`config.mk`:
```
export PLATFORM = sky130hd
export DESIGN_NAME = reg_bus_mstr_flat
export DESIGN_NICKNAME = d
export VERILOG_FILES = /design/src/rtl/reg_mstr_pkg.sv /design/src/rtl/reg_bus_mstr_if.sv /design/src/rtl/reg_mstr_tmo.sv /design/src/rtl/reg_bus_mstr.sv /design/src/flat_wrapper.sv
export SDC_FILE = /design/constraint.sdc
export NUM_CORES = 1
export LEC_CHECK = 0
export ABC_CLOCK_PERIOD_IN_PS = 1600
export CORE_MARGIN = 2
export CORE_UTILIZATION = 39
export DETAILED_ROUTE_END_ITERATION = 10
export DONT_BUFFER_PORTS = 1
export PLACE_DENSITY = 0.52
export SLEW_MARGIN = 20
export SYNTH_ARGS = -nofsm -noshare
export SYNTH_HDL_FRONTEND = slang
export SYNTH_SLANG_ARGS = --single-unit
```
`constraint.sdc`:
```
create_clock -name mclk -period 1.6 [get_ports mclk]
set_clock_uncertainty 0.2 [all_clocks]
set_input_delay 0.32 -clock mclk [delete_from_list [all_inputs] [get_ports mclk]]
set_output_delay 0.32 -clock mclk [all_outputs]
set_load 0.01 [all_outputs]
```
`src/rtl/reg_mstr_pkg.sv`:
```
// Shared types and constants for the reg bus initiator.
// Used by reg_bus_mstr and reg_mstr_tmo.
package reg_mstr_pkg;

  typedef enum logic [1:0] {
    IDLE,
    ACCESS,
    RESP
  } state_e;

  localparam int TMO_CNT_W = 8;
  localparam int MAX_DATA_W = 1024;

  localparam logic [MAX_DATA_W-1:0] TMO_RDATA = '1;

endpackage

```
`src/rtl/reg_bus_mstr_if.sv`:
```
// Host request/response handshakes plus the reg bus.
// master: the initiator; slave: host and responder side.
interface reg_bus_mstr_if #(
  parameter int ADDR_W = 8,
  parameter int DATA_W = 32
);

  localparam int BE_W = DATA_W / 8;

  logic              req_valid;
  logic              req_ready;
  logic              req_wr;
  logic [ADDR_W-1:0] req_addr;
  logic [DATA_W-1:0] req_wdata;
  logic [BE_W-1:0]   req_be;

  logic              rsp_valid;
  logic              rsp_ready;
  logic [DATA_W-1:0] rsp_rdata;
  logic              rsp_err;

  logic              reg_cs;
  logic              reg_wr;
  logic [ADDR_W-1:0] reg_addr;
  logic [DATA_W-1:0] reg_wdata;
  logic [BE_W-1:0]   reg_be;
  logic [DATA_W-1:0] reg_rdata;
  logic              reg_ack;

  modport master (
    input  req_valid, req_wr, req_addr,
    input  req_wdata, req_be,
    output req_ready,
    output rsp_valid, rsp_rdata, rsp_err,
    input  rsp_ready,
    output reg_cs, reg_wr, reg_addr,
    output reg_wdata, reg_be,
    input  reg_rdata, reg_ack
  );

  modport slave (
    output req_valid, req_wr, req_addr,
    output req_wdata, req_be,
    input  req_ready,
    input  rsp_valid, rsp_rdata, rsp_err,
    output rsp_ready,
    input  reg_cs, reg_wr, reg_addr,
    input  reg_wdata, reg_be,
    output reg_rdata, reg_ack
  );

endinterface

```
`src/rtl/reg_mstr_tmo.sv`:
```
// Access timeout counter and saturating count of timeouts.
// Instantiated only when REG_MSTR_TIMEOUT_EN is defined.
module reg_mstr_tmo
  import reg_mstr_pkg::*;
#(
  parameter int TIMEOUT_CYCLES = 16
) (
  input  logic                 mclk,
  input  logic                 reset_n,
  input  logic                 clear,
  input  logic                 run,
  input  logic                 ack,
  output logic                 expire,
  output logic [TMO_CNT_W-1:0] tmo_cnt
);

  localparam int CW = $clog2(TIMEOUT_CYCLES) + 1;
  localparam logic [CW-1:0] LAST = CW'(TIMEOUT_CYCLES - 1);

  logic [CW-1:0] cnt;

  // an ack in the expiring cycle wins
  assign expire = run && !ack && (cnt == LAST);

  always_ff @(posedge mclk or negedge reset_n) begin
    if (!reset_n) begin
      cnt     <= '0;
      tmo_cnt <= '0;
    end else begin
      if (clear)
        cnt <= '0;
      else if (run && !ack)
        cnt <= cnt + 1'b1;
      if (expire && tmo_cnt != '1)
        tmo_cnt <= tmo_cnt + 1'b1;
    end
  end

endmodule

```
`src/rtl/reg_bus_mstr.sv`:
```
// Reg bus initiator: one host request -> one reg bus access.
// REG_MSTR_TIMEOUT_EN adds the access timeout and tmo_cnt.
module reg_bus_mstr
  import reg_mstr_pkg::*;
#(
  parameter int ADDR_W         = 8,
  parameter int DATA_W         = 32,
  parameter int TIMEOUT_CYCLES = 16
) (
  input  logic                 mclk,
  input  logic                 reset_n,
  reg_bus_mstr_if.master       bus,
  output logic [TMO_CNT_W-1:0] tmo_cnt
);

  localparam int BE_W = DATA_W / 8;

  if (TIMEOUT_CYCLES < 2) begin : g_bad_tmo
    $error("TIMEOUT_CYCLES must be >= 2");
  end

  state_e            state_q, state_d;
  logic              cs_q, cs_d;
  logic              wr_q, wr_d;
  logic [ADDR_W-1:0] addr_q, addr_d;
  logic [DATA_W-1:0] wdata_q, wdata_d;
  logic [BE_W-1:0]   be_q, be_d;
  logic              rv_q, rv_d;
  logic [DATA_W-1:0] rdata_q, rdata_d;
  logic              err_q, err_d;
  logic              rdy_q, rdy_d;
  logic              expire;

  always_comb begin
    state_d = state_q;
    cs_d    = cs_q;
    wr_d    = wr_q;
    addr_d  = addr_q;
    wdata_d = wdata_q;
    be_d    = be_q;
    rv_d    = rv_q;
    rdata_d = rdata_q;
    err_d   = err_q;
    rdy_d   = rdy_q;
    unique case (state_q)
      IDLE: begin
        if (bus.req_valid) begin
          state_d = ACCESS;
          cs_d    = 1'b1;
          wr_d    = bus.req_wr;
          addr_d  = bus.req_addr;
          be_d    = bus.req_be;
          rdy_d   = 1'b0;
          if (bus.req_wr)
            wdata_d = bus.req_wdata;
        end
      end
      ACCESS: begin
        if (bus.reg_ack) begin
          state_d = RESP;
          cs_d    = 1'b0;
          rdata_d = wr_q ? '0 : bus.reg_rdata;
          err_d   = 1'b0;
          rv_d    = 1'b1;
        end else if (expire) begin
          state_d = RESP;
          cs_d    = 1'b0;
          rdata_d = TMO_RDATA[DATA_W-1:0];
          err_d   = 1'b1;
          rv_d    = 1'b1;
        end
      end
      RESP: begin
        if (bus.rsp_ready) begin
          state_d = IDLE;
          rv_d    = 1'b0;
          rdy_d   = 1'b1;
        end
      end
      default: state_d = IDLE;
    endcase
  end

  always_ff @(posedge mclk or negedge reset_n) begin
    if (!reset_n) begin
      state_q <= IDLE;
      cs_q    <= 1'b0;
      wr_q    <= 1'b0;
      addr_q  <= '0;
      wdata_q <= '0;
      be_q    <= '0;
      rv_q    <= 1'b0;
      rdata_q <= '0;
      err_q   <= 1'b0;
      rdy_q   <= 1'b1;
    end else begin
      state_q <= state_d;
      cs_q    <= cs_d;
      wr_q    <= wr_d;
      addr_q  <= addr_d;
      wdata_q <= wdata_d;
      be_q    <= be_d;
      rv_q    <= rv_d;
      rdata_q <= rdata_d;
      err_q   <= err_d;
      rdy_q   <= rdy_d;
    end
  end

  assign bus.req_ready = rdy_q;
  assign bus.rsp_valid = rv_q;
  assign bus.rsp_rdata = rdata_q;
  assign bus.rsp_err   = err_q;
  assign bus.reg_cs    = cs_q;
  assign bus.reg_wr    = wr_q;
  assign bus.reg_addr  = addr_q;
  assign bus.reg_wdata = wdata_q;
  assign bus.reg_be    = be_q;

`ifdef REG_MSTR_TIMEOUT_EN
  reg_mstr_tmo #(
    .TIMEOUT_CYCLES(TIMEOUT_CYCLES)
  ) u_tmo (
    .mclk    (mclk),
    .reset_n (reset_n),
    .clear   (state_q == IDLE && bus.req_valid),
    .run     (state_q == ACCESS),
    .ack     (bus.reg_ack),
    .expire  (expire),
    .tmo_cnt (tmo_cnt)
  );
`else
  assign expire  = 1'b0;
  assign tmo_cnt = '0;
`endif

endmodule

```
`src/flat_wrapper.sv`:
```
// flat-port wrapper written by rule: the top's interface ports become plain ports
module reg_bus_mstr_flat import reg_mstr_pkg::*;
#(
  parameter int ADDR_W         = 8,
  parameter int DATA_W         = 32,
  parameter int TIMEOUT_CYCLES = 16
)
  (mclk, reset_n, tmo_cnt, bus_req_valid, bus_req_wr, bus_req_addr, bus_req_wdata, bus_req_be, bus_req_ready, bus_rsp_valid, bus_rsp_rdata, bus_rsp_err, bus_rsp_ready, bus_reg_cs, bus_reg_wr, bus_reg_addr, bus_reg_wdata, bus_reg_be, bus_reg_rdata, bus_reg_ack);
  reg_bus_mstr_if #(.ADDR_W(ADDR_W), .DATA_W(DATA_W)) bus_i ();
  input  logic mclk;
  input  logic reset_n;
  output logic [TMO_CNT_W-1:0] tmo_cnt;
  input wire logic [$bits(bus_i.req_valid)-1:0] bus_req_valid;
  input wire logic [$bits(bus_i.req_wr)-1:0] bus_req_wr;
  input wire logic [$bits(bus_i.req_addr)-1:0] bus_req_addr;
  input wire logic [$bits(bus_i.req_wdata)-1:0] bus_req_wdata;
  input wire logic [$bits(bus_i.req_be)-1:0] bus_req_be;
  output wire logic [$bits(bus_i.req_ready)-1:0] bus_req_ready;
  output wire logic [$bits(bus_i.rsp_valid)-1:0] bus_rsp_valid;
  output wire logic [$bits(bus_i.rsp_rdata)-1:0] bus_rsp_rdata;
  output wire logic [$bits(bus_i.rsp_err)-1:0] bus_rsp_err;
  input wire logic [$bits(bus_i.rsp_ready)-1:0] bus_rsp_ready;
  output wire logic [$bits(bus_i.reg_cs)-1:0] bus_reg_cs;
  output wire logic [$bits(bus_i.reg_wr)-1:0] bus_reg_wr;
  output wire logic [$bits(bus_i.reg_addr)-1:0] bus_reg_addr;
  output wire logic [$bits(bus_i.reg_wdata)-1:0] bus_reg_wdata;
  output wire logic [$bits(bus_i.reg_be)-1:0] bus_reg_be;
  input wire logic [$bits(bus_i.reg_rdata)-1:0] bus_reg_rdata;
  input wire logic [$bits(bus_i.reg_ack)-1:0] bus_reg_ack;
  assign bus_i.req_valid = bus_req_valid;
  assign bus_i.req_wr = bus_req_wr;
  assign bus_i.req_addr = bus_req_addr;
  assign bus_i.req_wdata = bus_req_wdata;
  assign bus_i.req_be = bus_req_be;
  assign bus_req_ready = bus_i.req_ready;
  assign bus_rsp_valid = bus_i.rsp_valid;
  assign bus_rsp_rdata = bus_i.rsp_rdata;
  assign bus_rsp_err = bus_i.rsp_err;
  assign bus_i.rsp_ready = bus_rsp_ready;
  assign bus_reg_cs = bus_i.reg_cs;
  assign bus_reg_wr = bus_i.reg_wr;
  assign bus_reg_addr = bus_i.reg_addr;
  assign bus_reg_wdata = bus_i.reg_wdata;
  assign bus_reg_be = bus_i.reg_be;
  assign bus_i.reg_rdata = bus_reg_rdata;
  assign bus_i.reg_ack = bus_reg_ack;
  reg_bus_mstr #(.ADDR_W(ADDR_W), .DATA_W(DATA_W), .TIMEOUT_CYCLES(TIMEOUT_CYCLES)) u_core (.mclk(mclk), .reset_n(reset_n), .bus(bus_i), .tmo_cnt(tmo_cnt));
endmodule
```
==> results.txt, run 1 <==
Status - finished, violations left
Failing checks - negative hold slack, negative setup slack
First drt pass iteration count - 4
Post-route ant nets - 0
Max-cap violations - 0
Min-delay worst type - in2async
Core Area - 8640 sq um
Post-detailed-route wirelength per cell - 16.3 um
Row Count - 34
I/O pins - 171
TritonCTS clock tree - done
Most common cell in the netlist - dfrtp_1
HPWL Detailed - 4410 um
DIE AREA - 9630 sq um
Sequential cell area - 2060 sq um
Cell total after placement - 368
Final Hold Viols - 82
Critical Path RT - 1.63 ns
Seq/Total Area, Yosys - 59.4%
Top Usage Layer GRT - met2
Crit. End Element - flip-flop
Place WS - -0.108 ns
Clock transition at path regs - 0.10 ns
CTS sink cnt - 82
Routability Congestion - 0.689
Fin Setup TNS - -0.991 ns
H-Tree Depth - 3
Worst EP arrival - 1.69 ns
Synth cell types - 21
Warnings from Yosys - 0
First-pass GRT wire length - 12,400 um
Period utilisation layout - 103%
Asr flop ratio synth - 100%
Slew Limit Fails - 0
Number of fill cells - 716
Starting Density - 40.0%
Synth Register Bits - 82
Post-Syn Area - 3460 sq um
DR DRC count - 0
Post-synth top cells - dfrtp_1, nand2_1, o21ai_0
Initial antenna violation count - 0
Final worst-path setup slack - -0.0536 ns
R2R cell count - 4
Clk root buf - clkbuf_8
Synth area leader - dfrtp_1
Syn avg cell area - 12.9 sq um
Nature of the critical path startpoint - flip-flop
Layout cells sized above 1 - 24.2%
Vias/cell - 4.75
Crit-path max FO - 11
Worst setup path class - reg2reg
Final setup violation count - 32
Area of the multi-input gates - 1280 sq um
Layout Nets - 437
Top cells by area, synth - dfrtp_1, mux2_4, nand2b_1
Remaining global-route overflow - 0
Grt met2 use - 26.6%
Min Clock Period, post-route - 1.65 ns
Post-Route Utilization - 54.4%
Number of synthesized flops with an enable pin - 0
RSZ-0062 raised after global routing - true
DR iter-0 viols - 34
Largest net degree at the start of global routing - 83
TritonCTS buffer count - 9
Die W - 98.1 um
Cells after synthesis - 268
Hold WS - -0.551 ns
# port buffers - 0
Detailed-route via count - 2,223
Met1 GRT Util - 20.2%
GRT Total Usage - 16.2%
Leak Pwr - 2.09 nW
Fmax - 605 MHz
Worst VDD drop - 0.683 mV
Clock tree buffer depth - 2
Synth Flop Type - dfrtp_1
# hold bufs at CTS - 80
Reg-to-reg slack, setup - -0.05 ns
Post-synth top area share - 58.7%
Post-Route WL - 7640 um
PwrDens - 1780 nW/um^2
Worst-Skew Late Latency - 0.34 ns
Vias in the first global route - 2,354
Grt met3 use - 5.30%
Die height - 98.1 um
N_diodes - 0
Synth-to-Final Area Change - 35.9%
Finished Layout Cells - 468
-- report_power, final --
part	internal [mW]	leakage (nW)	switching (mW)	total, mW
clock	0.750	0.105	0.821	1.57
sequential	3.08	1.00	1.20	4.28
combinational	1.58	0.981	0.949	2.52
-- sequential cells by signal, indices dropped and copies added, names as in the netlist --
signal                cells
u_core.state_q            2
u_core.bus.reg_wr         1
u_core.bus.reg_wdata     32
u_core.bus.reg_cs         1
u_core.bus.rsp_rdata     32
u_core.bus.rsp_valid      1
u_core.bus.reg_be         4
u_core.bus.req_ready      1
u_core.bus.reg_addr       8
-- critical path: stages (launching register included) --
cell and delay (ns):
dfrtp_2 0.43, nor3b_4 0.20, and2_4 0.23, buf_12 0.17
mux2_4 0.31
-- timing repair --
item,CTS,global route
gates resized for setup,18,21
endpoints found under the setup margin,33,56
pin swaps,1,2
endpoints found under the hold margin,164,82
buffers inserted,1,0
gates cloned,3,0
-- path summary, 6_finish.rpt --
kind,startpoint,to
hold reg to reg,u_core.bus.rsp_rdata[24]$_DFFE_PN0P_,u_core.bus.rsp_rdata[24]$_DFFE_PN0P_
hold / removal,reset_n,u_core.bus.reg_wdata[15]$_DFFE_PN0P_
setup reg to reg,u_core.state_q[1]$_DFFE_PN0P_,u_core.bus.reg_wdata[1]$_DFFE_PN0P_
min in group mclk,bus_reg_ack,u_core.bus.rsp_rdata[15]$_DFFE_PN0P_
setup / recovery,u_core.state_q[1]$_DFFE_PN0P_,u_core.bus.reg_wdata[1]$_DFFE_PN0P_
max in group asynchronous,reset_n,u_core.bus.req_ready$_DFFE_PN1P_
-- stage by stage --
stage | area, sq um | power, mW
2_1_floorplan | 3490 | 5.87
3_3_place_gp | 3540 | 6.33
3_5_place_dp | 3540 | 6.38
4_1_cts | 4670 | 8.38
5_1_grt | 4700 | 8.91
6_report | 4700 | 8.37
-- layout make-up --
cell class,count,area share (%)
inverters,3,0.240
clock inverters,7,1.76
clock buffers,9,2.64
repair buffers,92,21.5
flip-flops and latches,82,43.8
well taps,108,2.88
multi-input cells,167,27.2
-- layout by cell type (no fill, tap or decap), types with 6 or more instances in the layout --
master and instances:
o21ai_2 8, o21ai_1 13, dlygate4sd3_1 80, mux2_2 13, conb_1 9, nand2b_1 33, a21oi_1 6, clkbuf_8 9
nand2_1 33, o21ai_0 13, mux2_4 32, dfrtp_1 79
-- cell families (layout without fill, tap and decap cells) --
group	count (synthesis)	in the layout	share of synthesized area (%)
buffers and inverters	27	111	5.72
other	1	9	0.109
flip-flops	82	82	59.4
multiplexers	45	45	17.9
AO/OA/AOI/OAI	41	41	6.01
AND/OR/NAND/NOR	72	72	10.8
-- metal layers --
layer	vias up	share of wire [%]
met5	-	0
met4	0	1.0
met3	7	7.9
met2	102	49
met1	1067	42
li1	1047	-
(Power assumes the default switching activity.)
==> inputs of run 2 (changes only) <==
--- a/config.mk
+++ b/config.mk
@@ -10,6 +10,7 @@
 export CORE_UTILIZATION = 39
 export DETAILED_ROUTE_END_ITERATION = 10
 export DONT_BUFFER_PORTS = 1
+export GPL_ROUTABILITY_DRIVEN = 0
 export PLACE_DENSITY = 0.52
 export SLEW_MARGIN = 20
 export SYNTH_ARGS = -nofsm -noshare
==> results of run 2 <==
Final layout, timing and power as in run 1 (identical DEF).
